[src/rtl/rv_pkg.sv]
// Shared definitions for the RV32I core front end.
//   XLEN             datapath width
//   NOP_INSTR        canonical bubble (addi x0, x0, 0)
//   RESET_PC_DEFAULT default reset byte address
//   fetch_state_e    instruction-fetch FSM states
package rv_pkg;
  localparam int          XLEN             = 32;
  localparam logic [31:0] NOP_INSTR        = 32'h0000_0013;
  localparam logic [31:0] RESET_PC_DEFAULT = 32'h0000_0000;

  typedef enum logic [1:0] {
    BOOT = 2'b00,
    RUN  = 2'b01,
    TRAP = 2'b10
  } fetch_state_e;
endpackage

[src/rtl/if_stage_if.sv]
// Fetch-side bus: instruction-memory address/data and the IF/ID register
// contents handed to the decoder.
//   master (fetch stage): drives im_addr and ifid_*, reads im_instr
//   slave  (IM/decoder) : drives im_instr, reads im_addr and ifid_*
interface if_stage_if;
  logic [15:0] im_addr;
  logic [31:0] im_instr;
  logic        ifid_valid;
  logic [31:0] ifid_pc;
  logic [31:0] ifid_pc4;
  logic [31:0] ifid_instr;

  modport master (
    output im_addr, ifid_valid, ifid_pc, ifid_pc4, ifid_instr,
    input  im_instr
  );

  modport slave (
    input  im_addr, ifid_valid, ifid_pc, ifid_pc4, ifid_instr,
    output im_instr
  );
endinterface

[src/rtl/ifid_reg.sv]
// IF/ID pipeline register.
//   clk, reset : clock, synchronous active-high reset
//   clear      : insert a bubble (valid=0, instr=NOP), pc/pc4 keep old values
//   capture    : load pc_in/instr_in, pc4 = pc_in + 4, valid=1
//   neither    : hold every field
//   valid, pc, pc4, instr : registered outputs
module ifid_reg
  import rv_pkg::*;
(
  input  logic        clk,
  input  logic        reset,
  input  logic        clear,
  input  logic        capture,
  input  logic [31:0] pc_in,
  input  logic [31:0] instr_in,
  output logic        valid,
  output logic [31:0] pc,
  output logic [31:0] pc4,
  output logic [31:0] instr
);
  always_ff @(posedge clk) begin
    if (reset) begin
      valid <= 1'b0;
      pc    <= 32'h0;
      pc4   <= 32'h4;
      instr <= NOP_INSTR;
    end else if (clear) begin
      valid <= 1'b0;
      instr <= NOP_INSTR;
    end else if (capture) begin
      valid <= 1'b1;
      pc    <= pc_in;
      pc4   <= pc_in + 32'd4;
      instr <= instr_in;
    end
  end
endmodule

[src/rtl/if_stage.sv]
// Instruction-fetch stage: owns the PC, addresses the word-indexed IM and
// fills the IF/ID register. Handles stall, flush, redirect and misaligned
// redirect traps.
//   clk, reset   : clock, synchronous active-high reset
//   stall        : hold PC and IF/ID
//   flush        : squash IF/ID (bubble)
//   redirect     : taken branch / jal / jalr, target in redirect_pc
//   bus          : IM address/data and IF/ID outputs (master side)
//   trap/trap_pc : sticky misaligned-redirect flag and offending target
//   fetch_count  : instructions captured into IF/ID (wraps)
module if_stage #(
  parameter logic [31:0] RESET_PC = rv_pkg::RESET_PC_DEFAULT,
  parameter int          XLEN     = rv_pkg::XLEN
) (
  input  logic            clk,
  input  logic            reset,
  input  logic            stall,
  input  logic            flush,
  input  logic            redirect,
  input  logic [XLEN-1:0] redirect_pc,
  if_stage_if.master      bus,
  output logic            trap,
  output logic [31:0]     trap_pc,
  output logic [31:0]     fetch_count
);
  import rv_pkg::*;

  fetch_state_e    state_q, state_d;
  logic [XLEN-1:0] pc_q, pc_d, pc_inc;
  logic            capture, clear, trap_set;

  assign pc_inc      = pc_q + 32'd4;  // modulo 2^32
  assign bus.im_addr = pc_q[17:2];    // upper PC bits alias: 256 KiB wrap

  always_ff @(posedge clk) begin
    if (reset) begin
      state_q     <= BOOT;
      pc_q        <= RESET_PC;
      trap        <= 1'b0;
      trap_pc     <= 32'h0;
      fetch_count <= 32'h0;
    end else begin
      state_q <= state_d;
      pc_q    <= pc_d;
      if (trap_set) begin
        trap    <= 1'b1;
        trap_pc <= redirect_pc;
      end
      if (capture) fetch_count <= fetch_count + 32'd1;
    end
  end

  // Redirect outranks stall so a wrong-path fetch is never held in IF/ID.
  always_comb begin
    state_d  = state_q;
    pc_d     = pc_q;
    capture  = 1'b0;
    clear    = 1'b0;
    trap_set = 1'b0;
    case (state_q)
      BOOT: state_d = RUN;
      RUN: begin
        if (redirect) begin
          clear = 1'b1;
          if (redirect_pc[1:0] == 2'b00) begin
            pc_d = redirect_pc;
          end else begin
            state_d  = TRAP;
            trap_set = 1'b1;
          end
        end else if (flush) begin
          clear = 1'b1;
          if (!stall) pc_d = pc_inc;
        end else if (!stall) begin
          capture = 1'b1;
          pc_d    = pc_inc;
        end
      end
      default: ;  // TRAP: frozen until reset; IF/ID was cleared on entry
    endcase
  end

  ifid_reg u_ifid (
    .clk      (clk),
    .reset    (reset),
    .clear    (clear),
    .capture  (capture),
    .pc_in    (pc_q),
    .instr_in (bus.im_instr),
    .valid    (bus.ifid_valid),
    .pc       (bus.ifid_pc),
    .pc4      (bus.ifid_pc4),
    .instr    (bus.ifid_instr)
  );
endmodule

[src/flat_wrapper.sv]
// flat-port wrapper written by rule: the top's interface ports become plain ports
module if_stage_flat import rv_pkg::*;
#(
  parameter logic [31:0] RESET_PC = rv_pkg::RESET_PC_DEFAULT,
  parameter int          XLEN     = rv_pkg::XLEN
)
  (clk, reset, stall, flush, redirect, redirect_pc, trap, trap_pc, fetch_count, bus_im_addr, bus_ifid_valid, bus_ifid_pc, bus_ifid_pc4, bus_ifid_instr, bus_im_instr);
  if_stage_if bus_i ();
  input  logic clk;
  input  logic reset;
  input  logic stall;
  input  logic flush;
  input  logic redirect;
  input  logic [XLEN-1:0] redirect_pc;
  output logic trap;
  output logic [31:0] trap_pc;
  output logic [31:0] fetch_count;
  output wire logic [$bits(bus_i.im_addr)-1:0] bus_im_addr;
  output wire logic [$bits(bus_i.ifid_valid)-1:0] bus_ifid_valid;
  output wire logic [$bits(bus_i.ifid_pc)-1:0] bus_ifid_pc;
  output wire logic [$bits(bus_i.ifid_pc4)-1:0] bus_ifid_pc4;
  output wire logic [$bits(bus_i.ifid_instr)-1:0] bus_ifid_instr;
  input wire logic [$bits(bus_i.im_instr)-1:0] bus_im_instr;
  assign bus_im_addr = bus_i.im_addr;
  assign bus_ifid_valid = bus_i.ifid_valid;
  assign bus_ifid_pc = bus_i.ifid_pc;
  assign bus_ifid_pc4 = bus_i.ifid_pc4;
  assign bus_ifid_instr = bus_i.ifid_instr;
  assign bus_i.im_instr = bus_im_instr;
  if_stage #(.RESET_PC(RESET_PC), .XLEN(XLEN)) u_core (.clk(clk), .reset(reset), .stall(stall), .flush(flush), .redirect(redirect), .redirect_pc(redirect_pc), .bus(bus_i), .trap(trap), .trap_pc(trap_pc), .fetch_count(fetch_count));
endmodule
[config.mk]
export PLATFORM = sky130hd
export DESIGN_NAME = if_stage_flat
export DESIGN_NICKNAME = d
export VERILOG_FILES = /design/src/rtl/rv_pkg.sv /design/src/rtl/if_stage_if.sv /design/src/rtl/ifid_reg.sv /design/src/rtl/if_stage.sv /design/src/flat_wrapper.sv
export SDC_FILE = /design/constraint.sdc
export NUM_CORES = 1
export LEC_CHECK = 0
export ABC_AREA = 1
export CORE_MARGIN = 2
export CORE_UTILIZATION = 50
export DETAILED_ROUTE_END_ITERATION = 10
export GPL_ROUTABILITY_DRIVEN = 1
export PLACE_DENSITY = 0.92
export RECOVER_POWER = 50
export SLEW_MARGIN = 20
export SYNTH_ARGS = -nofsm -noshare
export SYNTH_HDL_FRONTEND = slang
export SYNTH_HIERARCHICAL = 1
export SYNTH_SLANG_ARGS = --single-unit
[constraint.sdc]
create_clock -name clk -period 3.25 [get_ports clk]
set_clock_uncertainty 0.15 [all_clocks]
set_input_delay 0.8125 -clock clk [delete_from_list [all_inputs] [get_ports clk]]
set_output_delay 0.8125 -clock clk [all_outputs]
set_load 0.01 [all_outputs]
==> implementation parameters <==
Parameter                              Value

Placed design
  Placed wire-length estimate after detailed placement    22200 um
  Global placement routability congestion    1.02
  Buffers added on ports    246
  Setup WS pre-CTS    0.144 ns

Routing
  ANT nets after route    0
  Total length of routed wires    30200 um
  Vias/cell    5.33
  Average routed wire per standard cell    15.0 um
  Number of detailed-routing iterations run before antenna repair    6
  Count of unresolved DRC violations after routing    0
  Via count    10703
  First DRT Iteration DRCs    969

Power and ir drop
  Switching power total    1.34 mW
  Net Sw Frac    26.7%
  Internal power contribution    3.69 mW
  Worst vdd rail ir drop    0.382 mV
  Lkg Pwr    5.14 nW
  Part of the power in combinational logic    10.3%
  Power Dens Cells    391 nW/um^2
  Clock network fraction of design power    39.8%
  Sequential fraction of design power    49.9%

Global route
  Wire length of the first global-routing pass    47900 um
  Grt total ovfl    0
  Largest net degree at the start of global routing    62
  Antenna violations before repair    0
  Total global-route track usage    28.8%
  Via count of the first global-routing pass    9939

Synth
  Prevailing post-synth register cell    dfxtp_1
  Sequential cell area fraction in the yosys report    39.6%
  Synthesized cell area    9800 sq um
  Number of warnings printed during yosys synthesis    6
  Count of flip-flops with a built-in enable after synthesis    0
  Mean cell area of the mapped netlist    6.42 sq um
  Unique cell type count in the Yosys netlist    37
  Library cell occupying the most area in the post-synthesis netlist    dfxtp_1
  Synth Instances    1526
  Number of register bits inferred by synthesis    194
  Async set or reset register ratio after synthesis    0%
  Synthesized netlist net count    1598
  Top cells by area, synth    dfxtp_1 (40%), nand2_1 (19%), nor2_1 (9.0%)
  Area share of the leading cell type in the synthesized netlist    39.6%

Timing
  Remaining max-slew budget at the tightest pin    53.7%
  Max Transition Viols Final    0
  Final Hold Violating Endpoints    0
  Final critical-path share of the clock period    89.0%
  Period minus WS final    2.89 ns
  Post-route setup TNS    0 ns
  Setup repair after global routing missed its margin    false
  Final worst slack    0.358 ns
  Total setup violations reported at the end of the flow    0
  Achievable Freq    346 MHz
  Measured slew at the worst slew-check pin    0.694 ns

Clocking
  CTS root buf    clkbuf_16
  Hold-fix buffer count after cts    0
  Clock tree from TritonCTS    done
  Clock-pin slew of the registers on the worst-case setup and hold paths    0.07 ns
  TritonCTS sink count    194
  Number of buffers added for setup after CTS    0
  Post-cts repair resize count    0
  # H-tree levels    4
  Clock buffers created by TritonCTS    17
  Clk Latency, worst-skew pair    0.43 ns
  Clock tree buffer depth    2

Finish
  Count of antenna diodes in the layout    0
  Final layout net count    1801
  Fraction of final layout cells with drive strength greater than 1    5.22%
  Seq. cell area    3880 sq um
  Area added between synthesis and finish    31.2%
  Area of combinational cells with multiple inputs    4990 sq um
  Layout filler cell count    1639

Worst hold path
  Hold path endpoint    u_core/u_ifid/pc4[2]$_SDFFE_PP1P_
  Hold Crit Start    u_core/u_ifid/pc4[2]$_SDFFE_PP1P_
  Worst hold stages    1
  Class of the worst hold path    register to register

Floorplanning
  Die X-Extent    144 um
  Starting density of the core    50.7%
  Io pins    247
  Number of placement rows    51
  Area of the die    20700 sq um
  Core Area    19300 sq um
  Vertical die dimension    144 um

Critical path
  Critical path required time    3.47 ns
  Worst-path maximum fanout    7
  Arrival time at the worst endpoint    3.11 ns
  R2R Setup Slk    1.05 ns
  Critical register-to-register path endpoint    u_core/pc_q[22]$_SDFFE_PP0P_
  Worst Path Class, Setup    input pin to register
  Kind of launch point of the worst setup path    input pin
  Reg2Reg Depth    10
  Type of element capturing the critical path    register
  Launch instance of the worst register-to-register path    u_core/pc_q[2]$_SDFFE_PP0P_

Run status
  Result of the run    finished, final reports clean

Job
  Number of violations of the max-capacitance limit    0
-- cells by family (layout without fill, tap and decap cells) --
group           Yosys count  in the layout  share of synthesized area, %
buf+inv                 204            420                          8.90
compound gates          209            209                          11.3
flops                   194            194                          39.6
xor+xnor                  8              8                         0.715
simple gates            908            908                          39.0
fa+ha+maj                 3              3                         0.383
-- final cells by class --
cell class	instances	share of cell area (%)
Clock inverter	14	0.944
Inverter	121	3.55
Multi-Input combinational cell	1128	38.8
Tap cell	265	2.58
Sequential cell	194	30.2
Clock buffer	18	3.41
Timing Repair Buffer	267	20.5
-- worst max-delay path by stage --
stage | end | cells past startpoint | from
6_report | u_core/fetch_count[23]$_SDFFE_PP0P_ | 10 | redirect
5_1_grt | u_core/fetch_count[23]$_SDFFE_PP0P_ | 10 | redirect
4_1_cts | u_core/pc_q[11]$_SDFFE_PP0P_ | 7 | redirect
3_5_place_dp | u_core/trap_pc[25]$_SDFFE_PP0P_ | 9 | redirect
3_3_place_gp | u_core/trap_pc[11]$_SDFFE_PP0P_ | 9 | redirect
2_1_floorplan | u_core/u_ifid/pc4[5]$_SDFFE_PP0P_ | 14 | redirect
-- critical path, stage by stage --
cell,delay [ns]
dlygate4sd3_1,0.57
nor2_1,0.33
nand2_2,0.12
nor2_4,0.23
nand2_1,0.09
nor3_1,0.53
nand3_1,0.19
nand2_1,0.11
nand2_1,0.05
nor2_1,0.07
-- registers in the layout, summed over array words and instances (netlist names), 2 cells and up --
name                 count
u_core/fetch_count      32
u_core/pc_q             32
u_core/trap_pc          32
u_core/u_ifid/instr     32
u_core/u_ifid/pc        32
u_core/u_ifid/pc4       30
u_core/state_q           2
-- power groups by stage --
stage          clock network [mW]  registers, mW  logic, mW
2_1_floorplan                   0           2.56      0.266
3_3_place_gp                    0           2.56      0.522
3_5_place_dp                    0           2.56      0.532
4_1_cts                      2.04           2.51      0.535
5_1_grt                      2.13           2.52      0.568
6_report                     2.00           2.51      0.520
-- per-layer routing --
metal | wire (um) | GRT usage (%) | up-vias
met5 | 0 | 0 | -
met3 | 3080 | 7.32 | 70
li1 | - | - | 5234
met2 | 13800 | 46.3 | 552
met4 | 864 | 11.5 | 0
met1 | 12500 | 37.3 | 4847
-- stage by stage --
stage | hold WS, ns | power (mW) | util, % | instances | cell area [sq um]
finish | 0.296 | 5.03 | 66.5 | 2007 | 12900
global route | 0.319 | 5.21 | 66.5 | 2007 | 12900
CTS | 0.307 | 5.08 | 66.8 | 2007 | 12900
detailed placement | 0.290 | 3.09 | 63.9 | 1975 | 12400
global placement | 0.287 | 3.08 | 63.9 | 1975 | 12400
floorplan | 0.284 | 2.82 | - | 1526 | 9800
-- cells in the final DEF (no fill, tap or decap), drive strengths merged, types with 4 or more instances in the layout --
cell	Yosys	layout
clkbuf	40	19
nor3	10	10
a21oi	117	117
nand4	7	7
xor2	4	4
a31oi	6	6
clkinv	0	4
xnor2	4	4
a211oi	11	11
nand3b	9	9
o21ai	66	66
dfxtp	194	194
buf	43	21
nand3	120	120
clkdlybuf4s50	0	96
inv	121	127
clkinvlp	0	4
dlygate4sd3	0	149
nand2	494	494
nor2	263	263
-- cell usage after synthesis, types with 9 or more instances --
| cell | number |
|---|---|
| nand2_1 | 486 |
| nor2_1 | 236 |
| dfxtp_1 | 194 |
| nand3_1 | 118 |
| a21oi_1 | 117 |
| inv_1 | 115 |
| o21ai_0 | 63 |
| clkbuf_1 | 40 |
| buf_4 | 20 |
| nor2_2 | 18 |
| buf_2 | 17 |
| a211oi_1 | 11 |
| nand3b_1 | 9 |
No activity file was read; power rests on OpenSTA's default activity.
